<file path="src/rtl/inst_decode_if.sv">
// Decode-stage bus: fetch/control/write-back inputs and the latched operands
// handed to execute.
//   master : upstream side, drives ESTADO/IR/NPC_IN/WB_*, observes decode results
//   slave  : the decode stage itself
interface inst_decode_if;
  logic [2:0]  ESTADO;    // current control-FSM state
  logic [31:0] IR;        // instruction register from fetch
  logic [15:0] NPC_IN;    // next PC from fetch
  logic        WB_EN;     // register write enable from write-back
  logic [4:0]  WB_ADDR;   // write-back destination register
  logic [31:0] WB_DATA;   // write-back data
  logic [31:0] A;         // latched rs1 operand
  logic [31:0] B;         // latched rs2 operand
  logic [31:0] IMM;       // latched sign-extended immediate
  logic [15:0] NPC_OUT;   // latched NPC forwarded to execute
  logic [5:0]  OPCODE;    // latched IR[31:26]
  logic [4:0]  RD;        // latched destination register index
  logic        ID_VALID;  // pulse the cycle after a decode latch

  modport master (
    output ESTADO, IR, NPC_IN, WB_EN, WB_ADDR, WB_DATA,
    input  A, B, IMM, NPC_OUT, OPCODE, RD, ID_VALID
  );

  modport slave (
    input  ESTADO, IR, NPC_IN, WB_EN, WB_ADDR, WB_DATA,
    output A, B, IMM, NPC_OUT, OPCODE, RD, ID_VALID
  );
endinterface

</file>
<file path="src/rtl/inst_decode.sv">
// Instruction decode stage of the multicycle processor.
// Holds the 32x32 register file (R0 hardwired to zero), reads rs1/rs2,
// sign-extends the immediate and latches A/B/IMM/NPC/OPCODE/RD for execute
// on every edge where ESTADO equals ST_ID. Write-back is independent of ESTADO.
//
// Ports:
//   CLK  - system clock, rising edge
//   RST  - synchronous active-high reset (clears outputs and all registers)
//   dec  - inst_decode_if.slave bundle (see inst_decode_if.sv)
//
// Build option:
//   WB_BYPASS_EN - when defined, a write-back landing on the same edge as a
//                  decode that reads the same register is forwarded into A/B
//                  (write-before-read). Undefined: A/B see the old value.
module inst_decode #(
  parameter logic [2:0]  ST_ID = 3'd1,
  parameter int unsigned NREGS = 32
) (
  input  logic          CLK,
  input  logic          RST,
  inst_decode_if.slave  dec
);

  localparam int unsigned XLEN  = 32;
  localparam int unsigned ALEN  = 16;
  localparam int unsigned RIDX  = 5;
  localparam int unsigned OPW   = 6;
  localparam logic [OPW-1:0]  OP_RTYPE = 6'h00;
  localparam logic [OPW-1:0]  OP_J     = 6'h02;
  localparam logic [OPW-1:0]  OP_JAL   = 6'h03;
  localparam logic [RIDX-1:0] LINK_REG = 5'd31;

  // Register file
  logic [XLEN-1:0] regs [NREGS];

  // Latched stage outputs
  logic [XLEN-1:0] a_q;
  logic [XLEN-1:0] b_q;
  logic [XLEN-1:0] imm_q;
  logic [ALEN-1:0] npc_q;
  logic [OPW-1:0]  op_q;
  logic [RIDX-1:0] rd_q;
  logic            valid_q;

  // Field extraction
  logic [OPW-1:0]  op_c;
  logic [RIDX-1:0] rs1_c;
  logic [RIDX-1:0] rs2_c;
  logic [RIDX-1:0] rdr_c;
  logic [15:0]     imm16_c;
  logic [25:0]     off26_c;

  assign op_c    = dec.IR[31:26];
  assign rs1_c   = dec.IR[25:21];
  assign rs2_c   = dec.IR[20:16];
  assign rdr_c   = dec.IR[15:11];
  assign imm16_c = dec.IR[15:0];
  assign off26_c = dec.IR[25:0];

  logic            decode_c;
  logic            wb_write_c;
  logic [XLEN-1:0] rd_a_c;
  logic [XLEN-1:0] rd_b_c;
  logic [XLEN-1:0] imm_c;
  logic [RIDX-1:0] dst_c;

  assign decode_c   = (dec.ESTADO == ST_ID);
  assign wb_write_c = dec.WB_EN && (dec.WB_ADDR != '0);

  // Operand read; index 0 always reads zero regardless of array contents
  always_comb begin
    rd_a_c = '0;
    rd_b_c = '0;
    if (rs1_c != '0) rd_a_c = regs[rs1_c];
    if (rs2_c != '0) rd_b_c = regs[rs2_c];
`ifdef WB_BYPASS_EN
    // Forward same-edge write-back so the operand sees the new value
    if (wb_write_c && (dec.WB_ADDR == rs1_c)) rd_a_c = dec.WB_DATA;
    if (wb_write_c && (dec.WB_ADDR == rs2_c)) rd_b_c = dec.WB_DATA;
`endif
  end

  // Immediate: jumps use the 26-bit offset, everything else the 16-bit field
  always_comb begin
    imm_c = {{(XLEN-16){imm16_c[15]}}, imm16_c};
    if ((op_c == OP_J) || (op_c == OP_JAL))
      imm_c = {{(XLEN-26){off26_c[25]}}, off26_c};
  end

  // Destination: R-type uses rd field, JAL links to R31, others use rs2
  always_comb begin
    dst_c = rs2_c;
    if (op_c == OP_RTYPE)   dst_c = rdr_c;
    else if (op_c == OP_JAL) dst_c = LINK_REG;
  end

  // Register file write port
  always_ff @(posedge CLK) begin
    if (RST) begin
      for (int i = 0; i < NREGS; i++) regs[i] <= '0;
    end else if (wb_write_c) begin
      regs[dec.WB_ADDR] <= dec.WB_DATA;
    end
  end

  // Decode latch; holds while ESTADO is elsewhere
  always_ff @(posedge CLK) begin
    if (RST) begin
      a_q     <= '0;
      b_q     <= '0;
      imm_q   <= '0;
      npc_q   <= 16'h0000;
      op_q    <= '0;
      rd_q    <= '0;
      valid_q <= 1'b0;
    end else begin
      valid_q <= decode_c;
      if (decode_c) begin
        a_q   <= rd_a_c;
        b_q   <= rd_b_c;
        imm_q <= imm_c;
        npc_q <= dec.NPC_IN;
        op_q  <= op_c;
        rd_q  <= dst_c;
      end
    end
  end

  assign dec.A        = a_q;
  assign dec.B        = b_q;
  assign dec.IMM      = imm_q;
  assign dec.NPC_OUT  = npc_q;
  assign dec.OPCODE   = op_q;
  assign dec.RD       = rd_q;
  assign dec.ID_VALID = valid_q;

endmodule

</file>
<file path="src/flat_wrapper.sv">
// flat-port wrapper written by rule: the top's interface ports become plain ports
module inst_decode_flat 
#(
  parameter logic [2:0]  ST_ID = 3'd1,
  parameter int unsigned NREGS = 32
)
  (CLK, RST, dec_ESTADO, dec_IR, dec_NPC_IN, dec_WB_EN, dec_WB_ADDR, dec_WB_DATA, dec_A, dec_B, dec_IMM, dec_NPC_OUT, dec_OPCODE, dec_RD, dec_ID_VALID);
  inst_decode_if dec_i ();
  input  logic CLK;
  input  logic RST;
  input wire logic [$bits(dec_i.ESTADO)-1:0] dec_ESTADO;
  input wire logic [$bits(dec_i.IR)-1:0] dec_IR;
  input wire logic [$bits(dec_i.NPC_IN)-1:0] dec_NPC_IN;
  input wire logic [$bits(dec_i.WB_EN)-1:0] dec_WB_EN;
  input wire logic [$bits(dec_i.WB_ADDR)-1:0] dec_WB_ADDR;
  input wire logic [$bits(dec_i.WB_DATA)-1:0] dec_WB_DATA;
  output wire logic [$bits(dec_i.A)-1:0] dec_A;
  output wire logic [$bits(dec_i.B)-1:0] dec_B;
  output wire logic [$bits(dec_i.IMM)-1:0] dec_IMM;
  output wire logic [$bits(dec_i.NPC_OUT)-1:0] dec_NPC_OUT;
  output wire logic [$bits(dec_i.OPCODE)-1:0] dec_OPCODE;
  output wire logic [$bits(dec_i.RD)-1:0] dec_RD;
  output wire logic [$bits(dec_i.ID_VALID)-1:0] dec_ID_VALID;
  assign dec_i.ESTADO = dec_ESTADO;
  assign dec_i.IR = dec_IR;
  assign dec_i.NPC_IN = dec_NPC_IN;
  assign dec_i.WB_EN = dec_WB_EN;
  assign dec_i.WB_ADDR = dec_WB_ADDR;
  assign dec_i.WB_DATA = dec_WB_DATA;
  assign dec_A = dec_i.A;
  assign dec_B = dec_i.B;
  assign dec_IMM = dec_i.IMM;
  assign dec_NPC_OUT = dec_i.NPC_OUT;
  assign dec_OPCODE = dec_i.OPCODE;
  assign dec_RD = dec_i.RD;
  assign dec_ID_VALID = dec_i.ID_VALID;
  inst_decode #(.ST_ID(ST_ID), .NREGS(NREGS)) u_core (.CLK(CLK), .RST(RST), .dec(dec_i));
endmodule
</file>
<file path="config.mk">
export PLATFORM = sky130hd
export DESIGN_NAME = inst_decode_flat
export DESIGN_NICKNAME = d
export VERILOG_FILES = /design/src/rtl/inst_decode_if.sv /design/src/rtl/inst_decode.sv /design/src/flat_wrapper.sv
export SDC_FILE = /design/constraint.sdc
export NUM_CORES = 2
export LEC_CHECK = 0
export BUFFER_PORTS_ARGS = -buffer_cell sky130_fd_sc_hd__buf_2
export CORE_MARGIN = 5
export CORE_UTILIZATION = 55
export DETAILED_ROUTE_END_ITERATION = 16
export GPL_ROUTABILITY_DRIVEN = 0
export GPL_TIMING_DRIVEN = 0
export PLACE_DENSITY = 0.76
export SYNTH_ARGS = -nofsm -noshare
export SYNTH_HDL_FRONTEND = slang
export SYNTH_SLANG_ARGS = --single-unit
</file>
<file path="constraint.sdc">
create_clock -name CLK -period 5.1 [get_ports CLK]
set_clock_uncertainty 0.15 [all_clocks]
set_input_delay 1.02 -clock CLK [delete_from_list [all_inputs] [get_ports CLK]]
set_output_delay 1.02 -clock CLK [all_outputs]
set_load 0.05 [all_outputs]
</file>
Word-level counts from Yosys, hierarchy flattened:

Memory sizes are Yosys's and may differ from the RTL's.
Cells that the tools add are included.

* flip-flop bits (word level): 124
* RAM bits: 1024
* bits of input ports: 91
* memories kept: 1

Memory list
* u_core.regs: words 32, width 32, read ports 2, clocked after Yosys merged registers in 0, wr ports 32, line inst_decode.sv:34 `logic [XLEN-1:0] regs [NREGS];`

* equality and inequality tests: 3
* mux-type cells: 13
* reduce and logical (&&, ||, !) cells: 7

Operator list (number)
* $mux 32: 4
* $reduce_or 32->1: 1
* $mux 5: 3
* $reduce_bool 5->1: 3
* $eq 6x2->1 const B: 2
* $logic_not 6->1: 1
* $mux 1: 6
* $eq 3x1->1 const B: 1
* $logic_and 1x1->1: 1
* $logic_or 1x1->1: 1

Logic depth before layout (Yosys ltp):

* depth in word-level cells: 7
* mapped depth: 9
* depth with buffers taken out: 4

Worst setup path after synthesis:

No wires, ideal clock.

* kind: in2reg
* start: input dec_IR[23]
* end: register u_core.a_q[10], in the netlist u_core.dec.A[10]
* library setup time: 0.117 ns
* data arrival time: 2.788 ns
* setup slack: 2.045 ns
* stages on the path: 7
* buffers on the path: 3
* cells stage by stage: buf_2 > inv_1 > clkbuf_1 > clkbuf_1 > mux2_2 > a221o_1 > a32o_1

* cells in the longest elaborated chain, start to end: 2

Ends and longest elaborated chain
* start, declared: line flat_wrapper.sv:12 `input wire logic [$bits(dec_i.IR)-1:0] dec_IR;`
* $mem_v2 32x32 / $reduce_bool 5->1 (equally long branches)
* $mux 32 (*): line inst_decode.sv:74 `if (rs1_c != '0) rd_a_c = regs[rs1_c];`
* end signal, assigned: line inst_decode.sv:119 `a_q <= rd_a_c;`
* end, declared: line inst_decode.sv:37 `logic [XLEN-1:0] a_q;`

Every way passes the cells marked *; elsewhere a longest branch is shown, timed or not.
A chain may end at the register's enable or synchronous reset.

==> results.md <==
- Outcome: finished with violations
- Failing checks: capacitance limit, slew limit
- Synthesis warning total: 0
- Post-CTS setup repair buffer count: 0
- Via count: 40800
- Commonest cells after routing, fill and taps aside: 1024 x edfxtp_1, 994 x and2_1, 374 x clkbuf_1, 320 x mux4_2, 283 x mux2_2
- CP endpoint kind: flop
- Most common cell after layout, fill and taps aside: edfxtp_1
- RSZ-0062 raised after global routing: no
- First-pass GRT wire length: 275000 µm
- Design Power: 0.0221 W
- Drt drc: 0
- Mapped Area: about 60000 µm²
- Sequential area share after synthesis: 0.565
- Pin count of the biggest net entering global routing: 33
- H-tree level count: 3
- Clk_lat worst skew: 710 ps
- GR Overflow Total: 0
- Crit Reg-Reg Endpoint: u_core.dec.B[25]$_SDFFE_PP0P_
- Port buffer count: 209
- Post-DP Area: 61500 µm²
- Synth Register Bits: 1142
- Full die area: about 110000 µm²
- Antenna viol nets, final: 0
- Hold Crit Class: flop to flop
- Worst-path fanout max: 32
- Number of flops mapped to enable cells by yosys: 1024
- Maximum clock rate: 0.234 GHz
- Clock sink count: 1142
- Chip Width: approximately 340 µm
- Top_reg_cell synth: edfxtp_1
- Critical path class: input pin to flop
- Final Max Slew Viols: 19
- Setup WS post-layout: a little over 800 ps
- CP Launch Type: input pin
- # hold bufs at CTS: 0
- Power per Cell Area: 339 nW/µm²
- Post-DP HPWL: 142000 µm
- Resized cells post-CTS: 0
- Cts bufs inserted: 118
- Final hold vios: 0
- Storage element area: 33100 µm²
- Area leader, netlist: edfxtp_1
- Top cells by area, synth: edfxtp_1 52%, mux4_2 12%, and2_1 11%
- Footprint of the multi-input gates: 23700 µm²
- Tcrit/Tclk final: 0.838
- Post-route cell area: 65300 µm²
- Io pins: between 200 and 250
- Vias in the first global route: 40400
- CTS root buf: clkbuf_16
- Critical path arrival: between 4000 and 5000 ps
- Setup TNS: 0 ps
- Num rows: roughly 120
- Asr flop ratio synth: 0
- Yosys top cell area share: 0.525
- Share of cells above drive strength 1: 0.245
- Critical Path Sink: u_core.regs[8][18]$_SDFFCE_PN0P_
- Worst reg-to-reg setup slack: approximately 2900 ps
- Initial core utilization: 0.555
- Max IR drop VDD: approximately 320 µV
- CP Launch Point: RST
- Die Y-Extent: ~340 µm
- GRT Util Overall: 0.340
- Filler Cell Count: 7905
- Max_slew headroom: -0.144
- Area grow syn2layout: 11.5%
- Worst Tran Pin Value: about 1700 ps
- Reg2reg path depth: 4
- Clk pin slew, worst setup/hold paths: 60 ps
- Cells after Synth: 4140
- Leak: 22.8 nW
- Core ar.: 106000 µm²
- Syn avg cell area: 14.2 µm²
- Worst R2R Start: u_core.regs[11][25]$_SDFFCE_PN0P_
- Antenna violations before repair: 16
- First DRT Iteration DRCs: 5868
- Final Setup Violations: 0
- Critical Path RT: 5260 ps
- Post-Place Setup Slack: ~360 ps
- Worst-case clock buffer depth: 3
- CTS tree: done
- Final min period: 4280 ps
- Synth unique cells: 46
- First-pass DRT Iterations: 7
- Routed Wire Length: about 200000 µm
- Avg WL per Cell: 32.7 µm
- Via-to-Cell Ratio: 6.80
- # Max-Cap Violations: 5
- Final nets: around 4600
[where the power goes]
group / internal (W) / switching [W] / total, W
clock network: 0.00484 / 0.00371 / 0.00854
registers: 0.0107 / 0.000279 / 0.0110
logic: 0.000989 / 0.00164 / 0.00263
[per-layer routing]
layer / vias to the layer above / wire (µm) / global-route usage
li1: 16600 / - / -
met1: 20300 / 68700 / 0.436
met2: 3200 / 85900 / 0.513
met3: 681 / 26300 / 0.104
met4: 10 / 15100 / 0.210
met5: - / 95 / 0
[cell type report]
cell class | instances | share of cell area
Clock buffer | 170 | 0.0524
Inverter | 6 | 0.000345
Timing Repair Buffer | 210 | 0.0163
Multi-Input combinational cell | 2576 | 0.362
Clock inverter | 50 | 0.00527
Tap cell | 1391 | 0.0266
Sequential cell | 1142 | 0.507
Buffer | 447 | 0.0293
Antenna cell | 12 | 0.000460
[cell usage after synthesis, drive strengths merged, types with 66 or more instances]
| library cell | n |
|---|---|
| mux4 | 320 |
| and2 | 994 |
| mux2i | 126 |
| dfxtp | 118 |
| o22ai | 66 |
| mux2 | 322 |
| clkbuf | 345 |
| edfxtp | 1024 |
| nand2 | 150 |
| buf | 102 |
[through the flow]
| stage | hold slack, ps | instances | utilization |
|---|---|---|---|
| after floorplan | 521 | 4171 | - |
| after global placement | 289 | 5771 | 0.583 |
| after detailed placement | 294 | 5772 | 0.583 |
| after CTS | 302 | 5992 | 0.619 |
| after global routing | 320 | 5992 | 0.619 |
| final | 301 | 6004 | 0.619 |
[sequential cells by signal (all words and copies together) (netlist names)]
| register | cells |
|---|---|
| u_core.regs | 1024 |
| u_core.dec.A | 32 |
| u_core.dec.B | 32 |
| u_core.dec.IMM | 26 |
| u_core.dec.NPC_OUT | 16 |
| u_core.dec.OPCODE | 6 |
| u_core.dec.RD | 5 |
| u_core.dec.ID_VALID | 1 |
[worst min path at each step]
stage,startpoint,endpoint,slack (ps),cells past startpoint
5_1_grt,u_core.dec.NPC_OUT[3]$_SDFFE_PP0P_,u_core.dec.NPC_OUT[3]$_SDFFE_PP0P_,320,2
3_3_place_gp,u_core.dec.IMM[14]$_SDFFE_PP0P_,u_core.dec.IMM[14]$_SDFFE_PP0P_,290,2
4_1_cts,u_core.dec.IMM[5]$_SDFFE_PP0P_,u_core.dec.IMM[5]$_SDFFE_PP0P_,300,2
3_5_place_dp,u_core.dec.IMM[5]$_SDFFE_PP0P_,u_core.dec.IMM[5]$_SDFFE_PP0P_,290,2
2_1_floorplan,u_core.dec.RD[0]$_SDFFE_PP0P_,u_core.dec.RD[0]$_SDFFE_PP0P_,520,2
6_report,u_core.dec.NPC_OUT[1]$_SDFFE_PP0P_,u_core.dec.NPC_OUT[1]$_SDFFE_PP0P_,300,2
[worst max-delay path: stages]
cell	delay, ps
buf_2	130
clkbuf_1	320
nor3b_1	340
nand2b_1	300
nor2_1	1220
or2_2	1060
[kinds of logic after synthesis]
group                  count (synthesis)  synth area share
AO/OA/AOI/OAI                        511            0.0680
buffers and inverters                453            0.0330
flip-flops                          1142             0.565
multiplexers                         768             0.207
other                                  1         0.0000640
AND/OR/NAND/NOR                     1265             0.127
Note: power is estimated with default switching activity, not from simulation.
